[config.mk]
export PLATFORM = sky130hd
export DESIGN_NAME = network_stack_rx_flat
export DESIGN_NICKNAME = d
export VERILOG_FILES = /design/src/rtl/network_stack_rx_if.sv /design/src/rtl/network_stack_rx.sv /design/src/flat_wrapper.sv
export SDC_FILE = /design/constraint.sdc
export NUM_CORES = 1
export LEC_CHECK = 0
export ABC_CLOCK_PERIOD_IN_PS = 14800
export CAP_MARGIN = 10
export CORE_UTILIZATION = 35
export CTS_CLUSTER_DIAMETER = 120
export CTS_CLUSTER_SIZE = 25
export DETAILED_ROUTE_END_ITERATION = 10
export REMOVE_ABC_BUFFERS = 1
export SLEW_MARGIN = 40
export SYNTH_ARGS = -nofsm -noshare
export SYNTH_HDL_FRONTEND = slang
export SYNTH_SLANG_ARGS = --single-unit
[constraint.sdc]
create_clock -name clk -period 14.8 [get_ports clk]
set_clock_uncertainty 0.15 [all_clocks]
set_input_delay 3.7 -clock clk [delete_from_list [all_inputs] [get_ports clk]]
set_output_delay 3.7 -clock clk [all_outputs]
set_load 0.05 [all_outputs]
[src/rtl/network_stack_rx_if.sv]
// PHY-side receive pins and the payload/header result bus of the receive stack.
// The master modport is the side that drives the PHY pins (PHY model or bench).
// The slave modport is the receive stack itself.
interface network_stack_rx_if #(
    parameter int N         = 2,
    parameter int DATA_SIZE = 16
);
    logic                 eth_crsdv;
    logic [N-1:0]         eth_rxd;
    logic                 axiov;
    logic [DATA_SIZE-1:0] axiod;
    logic                 axio_last;
    logic                 frame_done;
    logic                 frame_good;
    logic [47:0]          src_mac_out;
    logic [31:0]          src_ip_out;
    logic [15:0]          udp_src_port_out;
    logic [15:0]          udp_dst_port_out;

    modport master (
        output eth_crsdv, eth_rxd,
        input  axiov, axiod, axio_last, frame_done, frame_good,
        input  src_mac_out, src_ip_out, udp_src_port_out, udp_dst_port_out
    );

    modport slave (
        input  eth_crsdv, eth_rxd,
        output axiov, axiod, axio_last, frame_done, frame_good,
        output src_mac_out, src_ip_out, udp_src_port_out, udp_dst_port_out
    );
endinterface

[src/rtl/network_stack_rx.sv]
// RMII receive stack: preamble/SFD detection, Ethernet II / IPv4 / UDP header
// parsing and filtering, UDP payload packing into DATA_SIZE-bit words, and an
// FCS (CRC-32) check that qualifies every frame reaching the payload stage.
module network_stack_rx #(
    parameter int          N         = 2,
    parameter int          DATA_SIZE = 16,
    parameter logic [31:0] MY_IP     = 32'h12_12_6b_0d
) (
    input  logic              clk,
    input  logic              rst,
    input  logic [47:0]       mac,
    network_stack_rx_if.slave rx
);

    localparam int         BYTES     = DATA_SIZE / 8;
    localparam logic [1:0] LAST_LANE = 2'(BYTES - 1);

    typedef enum logic [2:0] {
        S_IDLE      = 3'd0,
        S_PREAMBLE  = 3'd1,
        S_ETHERNET  = 3'd2,
        S_NETWORK   = 3'd3,
        S_TRANSPORT = 3'd4,
        S_DATA      = 3'd5,
        S_TAIL      = 3'd6,
        S_DROP      = 3'd7
    } state_t;

    // One byte step of the reflected IEEE 802.3 CRC-32 (poly EDB88320).
    function automatic logic [31:0] crc32_byte_f(input logic [31:0] c, input logic [7:0] d);
        logic [31:0] x;
        x = c ^ {24'h000000, d};
        for (int i = 0; i < 8; i++) begin
            x = x[0] ? ((x >> 1) ^ 32'hEDB88320) : (x >> 1);
        end
        return x;
    endfunction

    // Byte idx (0 = first on the wire) of the local MAC address.
    function automatic logic [7:0] mac_byte_f(input logic [47:0] m, input logic [10:0] idx);
        case (idx)
            11'd0:   mac_byte_f = m[47:40];
            11'd1:   mac_byte_f = m[39:32];
            11'd2:   mac_byte_f = m[31:24];
            11'd3:   mac_byte_f = m[23:16];
            11'd4:   mac_byte_f = m[15:8];
            11'd5:   mac_byte_f = m[7:0];
            default: mac_byte_f = 8'h00;
        endcase
    endfunction

    // Expected IPv4 header byte at destination-address offsets 16..19.
    function automatic logic [7:0] ip_byte_f(input logic [10:0] idx);
        case (idx)
            11'd16:  ip_byte_f = MY_IP[31:24];
            11'd17:  ip_byte_f = MY_IP[23:16];
            11'd18:  ip_byte_f = MY_IP[15:8];
            11'd19:  ip_byte_f = MY_IP[7:0];
            default: ip_byte_f = 8'h00;
        endcase
    endfunction

    state_t               state_r;
    logic [2:0]           pre_cnt_r;
    logic [1:0]           dibit_cnt_r;
    logic [5:0]           shift_r;
    logic [10:0]          byte_cnt_r;
    logic                 flag_mac_r;
    logic                 flag_bc_r;
    logic [47:0]          src_mac_sh_r;
    logic [31:0]          src_ip_sh_r;
    logic [15:0]          src_port_sh_r;
    logic [15:0]          dst_port_sh_r;
    logic [15:0]          udp_len_r;
    logic [15:0]          payload_len_r;
    logic [15:0]          pay_cnt_r;
    logic [1:0]           lane_r;
    logic [DATA_SIZE-1:0] word_r;
    logic [31:0]          dl_r;
    logic [2:0]           fill_r;
    logic [31:0]          crc_r;

    logic                 axiov_r;
    logic [DATA_SIZE-1:0] axiod_r;
    logic                 axio_last_r;
    logic                 frame_done_r;
    logic                 frame_good_r;
    logic [47:0]          src_mac_out_r;
    logic [31:0]          src_ip_out_r;
    logic [15:0]          udp_src_port_out_r;
    logic [15:0]          udp_dst_port_out_r;

    logic                 crsdv_s;
    logic [N-1:0]         dibit_s;
    logic [7:0]           byte_s;
    logic                 mac_hit_s;
    logic                 bc_hit_s;
    logic                 last_byte_s;
    logic                 crc_ok_s;
    logic [DATA_SIZE-1:0] word_next_s;

    assign crsdv_s = rx.eth_crsdv;
    assign dibit_s = rx.eth_rxd;

    // Byte assembly, filter matches and end-of-payload / FCS status.
    always_comb begin
        byte_s      = {dibit_s, shift_r};
        mac_hit_s   = flag_mac_r && (byte_s == mac_byte_f(mac, byte_cnt_r));
        bc_hit_s    = flag_bc_r && (byte_s == 8'hFF);
        last_byte_s = (pay_cnt_r == (payload_len_r - 16'd1));
        crc_ok_s    = (dl_r == (crc_r ^ 32'hFFFFFFFF));
    end

    // Drop the incoming payload byte into its lane, first byte in the MSBs.
    always_comb begin
        word_next_s = word_r;
        for (int k = 0; k < BYTES; k++) begin
            word_next_s[DATA_SIZE-1-8*k -: 8] = (lane_r == 2'(k)) ? byte_s : word_r[DATA_SIZE-1-8*k -: 8];
        end
    end

    // Receive FSM together with header shadows, payload packing and FCS tracking.
    always_ff @(posedge clk or posedge rst) begin
        if (rst) begin
            state_r            <= S_IDLE;
            pre_cnt_r          <= 3'd0;
            dibit_cnt_r        <= 2'd0;
            shift_r            <= 6'd0;
            byte_cnt_r         <= 11'd0;
            flag_mac_r         <= 1'b0;
            flag_bc_r          <= 1'b0;
            src_mac_sh_r       <= 48'd0;
            src_ip_sh_r        <= 32'd0;
            src_port_sh_r      <= 16'd0;
            dst_port_sh_r      <= 16'd0;
            udp_len_r          <= 16'd0;
            payload_len_r      <= 16'd0;
            pay_cnt_r          <= 16'd0;
            lane_r             <= 2'd0;
            word_r             <= {DATA_SIZE{1'b0}};
            dl_r               <= 32'd0;
            fill_r             <= 3'd0;
            crc_r              <= 32'hFFFFFFFF;
            axiov_r            <= 1'b0;
            axiod_r            <= {DATA_SIZE{1'b0}};
            axio_last_r        <= 1'b0;
            frame_done_r       <= 1'b0;
            frame_good_r       <= 1'b0;
            src_mac_out_r      <= 48'd0;
            src_ip_out_r       <= 32'd0;
            udp_src_port_out_r <= 16'd0;
            udp_dst_port_out_r <= 16'd0;
        end else begin
            axiov_r      <= 1'b0;
            axio_last_r  <= 1'b0;
            frame_done_r <= 1'b0;
            case (state_r)
                S_IDLE: begin
                    if (crsdv_s && (dibit_s == 2'b01)) begin
                        state_r   <= S_PREAMBLE;
                        pre_cnt_r <= 3'd1;
                    end
                end
                S_PREAMBLE: begin
                    if (!crsdv_s) begin
                        state_r <= S_IDLE;
                    end else if (dibit_s == 2'b01) begin
                        if (pre_cnt_r != 3'd4) begin
                            pre_cnt_r <= pre_cnt_r + 3'd1;
                        end
                    end else if ((dibit_s == 2'b11) && (pre_cnt_r == 3'd4)) begin
                        state_r     <= S_ETHERNET;
                        byte_cnt_r  <= 11'd0;
                        dibit_cnt_r <= 2'd0;
                        fill_r      <= 3'd0;
                        crc_r       <= 32'hFFFFFFFF;
                        flag_mac_r  <= 1'b1;
                        flag_bc_r   <= 1'b1;
                    end else begin
                        state_r <= S_DROP;
                    end
                end
                S_DROP: begin
                    if (!crsdv_s) begin
                        state_r <= S_IDLE;
                    end
                end
                S_ETHERNET, S_NETWORK, S_TRANSPORT, S_DATA, S_TAIL: begin
                    if (!crsdv_s) begin
                        // Frames that never reached the payload vanish silently.
                        state_r <= S_IDLE;
                        if ((state_r == S_DATA) || (state_r == S_TAIL)) begin
                            frame_done_r <= 1'b1;
                            frame_good_r <= (state_r == S_TAIL) && crc_ok_s && (dibit_cnt_r == 2'd0);
                        end
                    end else begin
                        shift_r     <= byte_s[7:2];
                        dibit_cnt_r <= dibit_cnt_r + 2'd1;
                        if (dibit_cnt_r == 2'd3) begin
                            // The delay line holds back the last four bytes so the
                            // FCS itself never enters the CRC.
                            dl_r       <= {byte_s, dl_r[31:8]};
                            byte_cnt_r <= byte_cnt_r + 11'd1;
                            if (fill_r == 3'd4) begin
                                crc_r <= crc32_byte_f(crc_r, dl_r[7:0]);
                            end else begin
                                fill_r <= fill_r + 3'd1;
                            end
                            case (state_r)
                                S_ETHERNET: begin
                                    case (byte_cnt_r)
                                        11'd0, 11'd1, 11'd2, 11'd3, 11'd4, 11'd5: begin
                                            flag_mac_r <= mac_hit_s;
                                            flag_bc_r  <= bc_hit_s;
                                            if (!mac_hit_s && !bc_hit_s) begin
                                                state_r <= S_DROP;
                                            end
                                        end
                                        11'd6, 11'd7, 11'd8, 11'd9, 11'd10, 11'd11: begin
                                            src_mac_sh_r <= {src_mac_sh_r[39:0], byte_s};
                                        end
                                        11'd12: begin
                                            if (byte_s != 8'h08) begin
                                                state_r <= S_DROP;
                                            end
                                        end
                                        11'd13: begin
                                            if (byte_s != 8'h00) begin
                                                state_r <= S_DROP;
                                            end else begin
                                                state_r    <= S_NETWORK;
                                                byte_cnt_r <= 11'd0;
                                            end
                                        end
                                        default: begin
                                        end
                                    endcase
                                end
                                S_NETWORK: begin
                                    case (byte_cnt_r)
                                        11'd0: begin
                                            if (byte_s != 8'h45) begin
                                                state_r <= S_DROP;
                                            end
                                        end
                                        11'd9: begin
                                            if (byte_s != 8'h11) begin
                                                state_r <= S_DROP;
                                            end
                                        end
                                        11'd12, 11'd13, 11'd14, 11'd15: begin
                                            src_ip_sh_r <= {src_ip_sh_r[23:0], byte_s};
                                        end
                                        11'd16, 11'd17, 11'd18: begin
                                            if (byte_s != ip_byte_f(byte_cnt_r)) begin
                                                state_r <= S_DROP;
                                            end
                                        end
                                        11'd19: begin
                                            if (byte_s != ip_byte_f(byte_cnt_r)) begin
                                                state_r <= S_DROP;
                                            end else begin
                                                state_r    <= S_TRANSPORT;
                                                byte_cnt_r <= 11'd0;
                                            end
                                        end
                                        default: begin
                                        end
                                    endcase
                                end
                                S_TRANSPORT: begin
                                    case (byte_cnt_r)
                                        11'd0, 11'd1: src_port_sh_r <= {src_port_sh_r[7:0], byte_s};
                                        11'd2, 11'd3: dst_port_sh_r <= {dst_port_sh_r[7:0], byte_s};
                                        11'd4, 11'd5: udp_len_r     <= {udp_len_r[7:0], byte_s};
                                        11'd7: begin
                                            if (udp_len_r < 16'd8) begin
                                                state_r <= S_DROP;
                                            end else begin
                                                src_mac_out_r      <= src_mac_sh_r;
                                                src_ip_out_r       <= src_ip_sh_r;
                                                udp_src_port_out_r <= src_port_sh_r;
                                                udp_dst_port_out_r <= dst_port_sh_r;
                                                payload_len_r      <= udp_len_r - 16'd8;
                                                pay_cnt_r          <= 16'd0;
                                                lane_r             <= 2'd0;
                                                word_r             <= {DATA_SIZE{1'b0}};
                                                state_r            <= (udp_len_r == 16'd8) ? S_TAIL : S_DATA;
                                            end
                                        end
                                        default: begin
                                        end
                                    endcase
                                end
                                S_DATA: begin
                                    pay_cnt_r <= pay_cnt_r + 16'd1;
                                    if ((lane_r == LAST_LANE) || last_byte_s) begin
                                        axiov_r     <= 1'b1;
                                        axiod_r     <= word_next_s;
                                        axio_last_r <= last_byte_s;
                                        word_r      <= {DATA_SIZE{1'b0}};
                                        lane_r      <= 2'd0;
                                    end else begin
                                        word_r <= word_next_s;
                                        lane_r <= lane_r + 2'd1;
                                    end
                                    if (last_byte_s) begin
                                        state_r <= S_TAIL;
                                    end
                                end
                                default: begin
                                    // TAIL: padding and FCS only feed the CRC path.
                                end
                            endcase
                        end
                    end
                end
                default: state_r <= S_IDLE;
            endcase
        end
    end

    assign rx.axiov            = axiov_r;
    assign rx.axiod            = axiod_r;
    assign rx.axio_last        = axio_last_r;
    assign rx.frame_done       = frame_done_r;
    assign rx.frame_good       = frame_good_r;
    assign rx.src_mac_out      = src_mac_out_r;
    assign rx.src_ip_out       = src_ip_out_r;
    assign rx.udp_src_port_out = udp_src_port_out_r;
    assign rx.udp_dst_port_out = udp_dst_port_out_r;

endmodule

[src/flat_wrapper.sv]
// flat-port wrapper written by rule: the top's interface ports become plain ports
module network_stack_rx_flat 
#(
    parameter int          N         = 2,
    parameter int          DATA_SIZE = 16,
    parameter logic [31:0] MY_IP     = 32'h12_12_6b_0d
)
  (clk, rst, mac, rx_eth_crsdv, rx_eth_rxd, rx_axiov, rx_axiod, rx_axio_last, rx_frame_done, rx_frame_good, rx_src_mac_out, rx_src_ip_out, rx_udp_src_port_out, rx_udp_dst_port_out);
  network_stack_rx_if #(.N(N), .DATA_SIZE(DATA_SIZE)) rx_i ();
  input  logic clk;
  input  logic rst;
  input  logic [47:0] mac;
  input wire logic [$bits(rx_i.eth_crsdv)-1:0] rx_eth_crsdv;
  input wire logic [$bits(rx_i.eth_rxd)-1:0] rx_eth_rxd;
  output wire logic [$bits(rx_i.axiov)-1:0] rx_axiov;
  output wire logic [$bits(rx_i.axiod)-1:0] rx_axiod;
  output wire logic [$bits(rx_i.axio_last)-1:0] rx_axio_last;
  output wire logic [$bits(rx_i.frame_done)-1:0] rx_frame_done;
  output wire logic [$bits(rx_i.frame_good)-1:0] rx_frame_good;
  output wire logic [$bits(rx_i.src_mac_out)-1:0] rx_src_mac_out;
  output wire logic [$bits(rx_i.src_ip_out)-1:0] rx_src_ip_out;
  output wire logic [$bits(rx_i.udp_src_port_out)-1:0] rx_udp_src_port_out;
  output wire logic [$bits(rx_i.udp_dst_port_out)-1:0] rx_udp_dst_port_out;
  assign rx_i.eth_crsdv = rx_eth_crsdv;
  assign rx_i.eth_rxd = rx_eth_rxd;
  assign rx_axiov = rx_i.axiov;
  assign rx_axiod = rx_i.axiod;
  assign rx_axio_last = rx_i.axio_last;
  assign rx_frame_done = rx_i.frame_done;
  assign rx_frame_good = rx_i.frame_good;
  assign rx_src_mac_out = rx_i.src_mac_out;
  assign rx_src_ip_out = rx_i.src_ip_out;
  assign rx_udp_src_port_out = rx_i.udp_src_port_out;
  assign rx_udp_dst_port_out = rx_i.udp_dst_port_out;
  network_stack_rx #(.N(N), .DATA_SIZE(DATA_SIZE), .MY_IP(MY_IP)) u_core (.clk(clk), .rst(rst), .mac(mac), .rx(rx_i));
endmodule
Word-level counts from Yosys, hierarchy flattened --
Cells that the tools add are included.
Storage, ports and cells: bits in registers 404, input bits 53, output and inout bits 132, word-level logic and storage cells 278
Cells by class: add/subtract/negate cells 8, $lt $le $gt $ge 1, equality and inequality tests 70, muxes and demuxes 113, bitwise gates (word level) 12, reductions and logical operators 46
Operator list (count):
- 2-to-1 mux 32 bit | 14
- NOT 13 -> 14 bit | 8
- 2-to-1 mux 11 bit | 9
- 2-to-1 mux 8 bit | 12
- == test 11 x 4 -> 1 bit, second input constant | 8
- 2-to-1 mux 3 bit | 25
- one-hot mux 16 bit (2 select lines) | 2
- one-hot mux 32 bit (2 select lines) | 1
- 2-to-1 mux 16 bit | 3
- one-hot mux 8 bit (6 select lines) | 1
- == test 11 x 3 -> 1 bit, second input constant | 4
- == test 11 x 5 -> 1 bit, second input constant | 4
- one-hot mux 11 bit (2 select lines) | 2
- AND reduction 5 bit | 8
- one-hot mux 3 bit (4 select lines) | 3
- == test 32 bit | 1
- NOT 32 bit | 1
- bitwise XOR 32 x 8 -> 32 bit | 1
- inequality test 5 x 4 -> 1 bit, second input constant | 5
- 2-to-1 mux 1 bit | 24
- == test 11 x 2 -> 1 bit, second input constant | 2
- one-hot mux 7 bit (3 select lines) | 1
- == test 3 bit, second input constant | 6
- 2-to-1 mux 2 bit | 9
- other kinds (53) | 96

Longest topological paths before layout --
depth after elaboration 21, gate-level depth with buffers 12, mapped depth without buffers 10

Worst setup path after synthesis --
Ideal clock, no wire load.
kind input to register, start input rx_eth_rxd[1], end register u_core.crc_r[0], library setup time 77 ps, arrival 5589 ps, required time 14573 ps, setup slack 8984 ps, stages on the path 10, buffers on the path 3, path through clkbuf_1 -> nand4_1 -> o21ai_0 -> and3_1 -> clkbuf_1 -> o21ai_1 -> nor2_1 -> clkbuf_1 -> nor2_1 -> a31oi_1
On the way: cells in the longest elaborated chain, start to end 4, elaborated cells on any way between the ends 6, classes of those cells 4 x eq/ne; 2 x reduce/logical
Ends and longest elaborated chain:
- start, declared | line flat_wrapper.sv:14 | input wire logic [$bits(rx_i.eth_rxd)-1:0] rx_eth_rxd;
- == test 2 bit | line network_stack_rx.sv:171 | end else if ((dibit_s == 2'b11) && (pre_cnt_r == 3'd4)) begin
- logical AND 1 bit | line network_stack_rx.sv:171
- inequality test 2 x 1 -> 1 bit (no source line)
- AND reduction 7 bit (no source line) (*)
- end signal, assigned | line network_stack_rx.sv:205 | crc_r <= crc32_byte_f(crc_r, dl_r[7:0]);
- end, declared | line network_stack_rx.sv:81 | logic [31:0] crc_r;
Mark *: on every way between the ends. The rest lies on a longest branch, timed or not. A chain may end at the register's enable or synchronous reset.

Worst setup path after layout --
start input rx_eth_crsdv, end register u_core.src_ip_out_r[14] (netlist: u_core.rx.src_ip_out[14])
On the way: cells in the longest elaborated chain, start to end 1
Ends and longest elaborated chain:
- start, declared | line flat_wrapper.sv:13 | input wire logic [$bits(rx_i.eth_crsdv)-1:0] rx_eth_crsdv;
- AND reduction 6 bit (no source line)
- end signal, assigned | line network_stack_rx.sv:281 | src_ip_out_r <= src_ip_sh_r;
- end, declared | line network_stack_rx.sv:89 | logic [31:0] src_ip_out_r;
No other way between the ends.

==> impl_metrics.py <==
metrics = {
    "run_status": {
        "status": "finished, violations left",
        "violations": "DRC",
    },
    "die": {
        "die_w_um": 233.8,
        "dieArea_mm2": 0.05466,
        "io_pins": 185,
        "rows": 84,
        "die_h_um": 233.8,
        "start_util_pct": 35.57,
        "fp.coreArea_mm2": 0.05287,
    },
    "clocking": {
        "htree_levels": 1,
        "insertion_delay_ns": 0.55,
        "cts.sinks": 404,
        "holdBufCountCts": 0,
        "cts_made_buffers": 20,
        "clkTransAtPathRegs_ns": 0.10,
        "cts_buffer_depth": 3,
        "clock-root-buffer": "clkbuf_16",
        "post-cts-setup-buffers": 0,
        "cts_resized": 0,
        "cts_tree": "yes",
    },
    "placement": {
        "place_area_mm2": 0.02131,
        "portBuffers": 184,
        "post-place-ws_ns": 7.717,
        "hpwl_um": 30920,
        "place_congestion": 0.8695,
    },
    "grt": {
        "use_met1_pct": 22.61,
        "use_met3_pct": 1.836,
        "grt_max_degree": 134,
        "grt_util_met2_pct": 27.66,
        "grt_overflow_total": 0,
        "grt_pass1_wl_um": 71880,
        "grt-busiest-layer": "met2",
        "grt_pass1_vias": 12650,
        "antenna_found_initial": 3,
        "grtUsageTotal_pct": 16.47,
    },
    "run": {
        "drv_cap": 0,
    },
    "synth": {
        "async_flop_share_pct": 100.0,
        "synthFlopType": "dfrtp_1",
        "synthesis.instances": 1612,
        "ys_seq_area_share_pct": 53.97,
        "synth_warnings": 0,
        "ys_types": 77,
        "ys_ff_latch": 404,
        "avgSynthCellArea_um2": 11.67,
        "synth_edf_count": 0,
        "netlist_area_mm2": 0.01881,
    },
    "worst_setup_path": {
        "cp_top_family": "buffers and inverters",
        "required_ns": 15.08,
        "cp_num_buf_inv": 3,
        "slowest_delay_ns": 0.75,
        "cp_data_arrival_time_ns": 6.79,
        "r2r_cells": 6,
        "crit_path_max_fanout": 49,
        "critPathSlowestCell": "clkdlybuf4s50_1",
        "path_cells": "clkdlybuf4s50_1, inv_1, nor3_2, and3_4, buf_4, mux2_2",
        "timing.rr.end": "u_core.rx.src_ip_out[14]$_DFFE_PP0P_",
        "r2r_start": "u_core.byte_cnt_r[4]$_DFFE_PP0P_",
        "start_kind": "primary input",
        "critPathLaunch": "rx_eth_crsdv",
        "critPathKind": "in2reg",
        "rrSetupSlack_ns": 10.96,
        "end_kind": "flop",
    },
    "worst_hold_path": {
        "whs_path_depth": 1,
        "min_to": "u_core.rx.udp_dst_port_out[15]$_DFFE_PP0P_",
        "hp-class": "reg2reg",
        "hp-start": "u_core.dst_port_sh_r[15]$_DFFE_PP0P_",
    },
    "timing": {
        "setup-violations-final": 0,
        "grt_setup_unrepaired": "false",
        "min_period_ns": 6.503,
        "fin_ws_ns": 8.297,
        "fmax_ghz": 0.1538,
        "report.final.slew_viol_count": 0,
        "hold_slack_ns": 0.3418,
        "setup-tns-final_ns": 0,
        "tightest_slew_ns": 0.7676,
        "hold_viol": 0,
        "max_slew_margin_pct": 48.46,
        "period_share_pct": 43.94,
    },
    "drt": {
        "routed_wirelength_um": 45060,
        "final_antenna_net_count": 0,
        "vias": 12720,
        "drt_pass1_iterations": 9,
        "vias_per_cell": 5.199,
        "drcViolationCount": 6,
        "wl_per_cell_um": 18.42,
        "first_iter_violations": 1019,
    },
    "pwr": {
        "vdd_drop_max_mv": 0.1134,
        "switching_power_uw": 1290,
        "p_int_uw": 2102,
        "swShare_pct": 38.02,
        "leakage_uw": 0.01001,
        "pwr-share-clk_pct": 18.8,
        "p_comb_share_pct": 39.3,
        "power_density_mw_per_mm2": 154.6,
        "power_frac_seq_pct": 42.0,
    },
    "final_layout": {
        "area_growth_pct": 16.66,
        "final_nets": 1813,
        "fin_util_pct": 41.50,
        "fillers": 4987,
        "drive_above_1_share_pct": 21.64,
        "postLayoutCellArea_mm2": 0.02194,
    },
}
[cells in the mapped netlist, types with 3 or more instances]
cell type	n	area [um2]
buf_6	6	67.56
nand3_1	18	90.09
buf_1	9	33.78
nor3_1	14	70.07
mux2_1	10	112.6
a22o_1	13	113.9
and4_1	3	26.28
dfrtp_1	372	9309
nor4_2	5	62.56
xnor2_1	84	735.7
or2_2	3	18.77
a22oi_1	19	142.6
and2_1	13	81.33
nor4_1	18	112.6
xnor2_2	3	48.80
o22ai_1	5	31.28
buf_2	19	95.09
or3_1	4	25.02
ha_1	18	225.2
nor2b_1	6	37.54
inv_1	35	131.4
o21ai_0	72	360.4
xor2_1	50	437.9
a31oi_1	49	306.5
mux2_2	261	2939
a221oi_1	3	26.28
nand2_1	151	566.8
and3_1	21	131.4
o31ai_1	5	37.54
dfstp_2	32	840.8
nand3b_1	3	22.52
a222oi_1	3	30.03
nand2b_1	6	37.54
a41oi_1	5	43.79
nand4_1	24	150.1
nor2_1	88	330.3
a21oi_1	40	200.2
clkbuf_1	67	251.5
[per-stage QoR]
stage / total power (uW) / std cells
floorplan: 2379 / 1511
finish: 3392 / 2447
global route: 3609 / 2447
CTS: 3421 / 2444
detailed placement: 2771 / 2408
global placement: 2748 / 2407
[cells by family after synthesis]
| family | count (synthesis) | synth area share, % |
|---|---|---|
| DFF | 404 | 53.97 |
| and+or+nand+nor | 399 | 10.45 |
| muxes | 273 | 16.36 |
| AOI/OAI and AO/OA | 244 | 8.356 |
| xor gates and xnor gates | 138 | 6.586 |
| buffers and inverters | 136 | 3.080 |
| adders and majority gates | 18 | 1.198 |
[layer usage]
metal / part of all wire (%) / vias up
met3: 4.0 / 60
met5: 0 / -
li1: - / 5935
met2: 48 / 323
met1: 46 / 6404
met4: 2.2 / 0
[power groups by stage]
| stage | sequential (uW) | clock (uW) | combinational, uW |
|---|---|---|---|
| finish | 1420 | 637 | 1330 |
| global route | 1440 | 701 | 1460 |
| CTS | 1420 | 662 | 1340 |
| detailed placement | 1440 | 0 | 1330 |
| global placement | 1440 | 0 | 1310 |
| floorplan | 1420 | 0 | 959 |
[state kept, by name (all words and copies together) (netlist names), 32 cells and up]
name and count:
u_core.rx.src_ip_out 32, u_core.dl_r 32, u_core.src_ip_sh_r 32, u_core.rx.src_mac_out 48, u_core.src_mac_sh_r 48, u_core.crc_r 32
[cell usage in the layout, fill, tap and decap left out, types with 20 or more instances in the layout]
master           instances
buf_4                   22
a31oi_1                 49
nand4_1                 24
and3_1                  20
mux2_2                 261
nand2_1                151
clkbuf_16               21
dfstp_2                 32
xor2_1                  49
nor2_1                  86
a21oi_1                 40
dfrtp_1                372
o21ai_0                 72
clkdlybuf4s50_1        184
inv_1                   34
xnor2_1                 83
[cell type report]
type                       instances  area, um2  area share (%)
antenna                            3      7.507         0.03422
clock buffer                      35      588.1           2.680
clock inverter                     1      20.02         0.09125
inverter                          35      143.9          0.6558
multi-input combinational       1072       8129           37.05
sequential                       404      10150           46.26
tap                              688      860.8           3.924
timing repair buffer             209       2041           9.301
[how the worst max path moves through the flow]
stage,cells after the start,to
floorplan,1,u_core.byte_cnt_r[0]$_DFFE_PP0P_
global placement,8,u_core.word_r[3]$_DFFE_PP0P_
detailed placement,8,u_core.word_r[5]$_DFFE_PP0P_
CTS,8,u_core.word_r[5]$_DFFE_PP0P_
global route,6,u_core.rx.src_ip_out[22]$_DFFE_PP0P_
finish,6,u_core.rx.src_ip_out[14]$_DFFE_PP0P_
(Power assumes the default switching activity.)
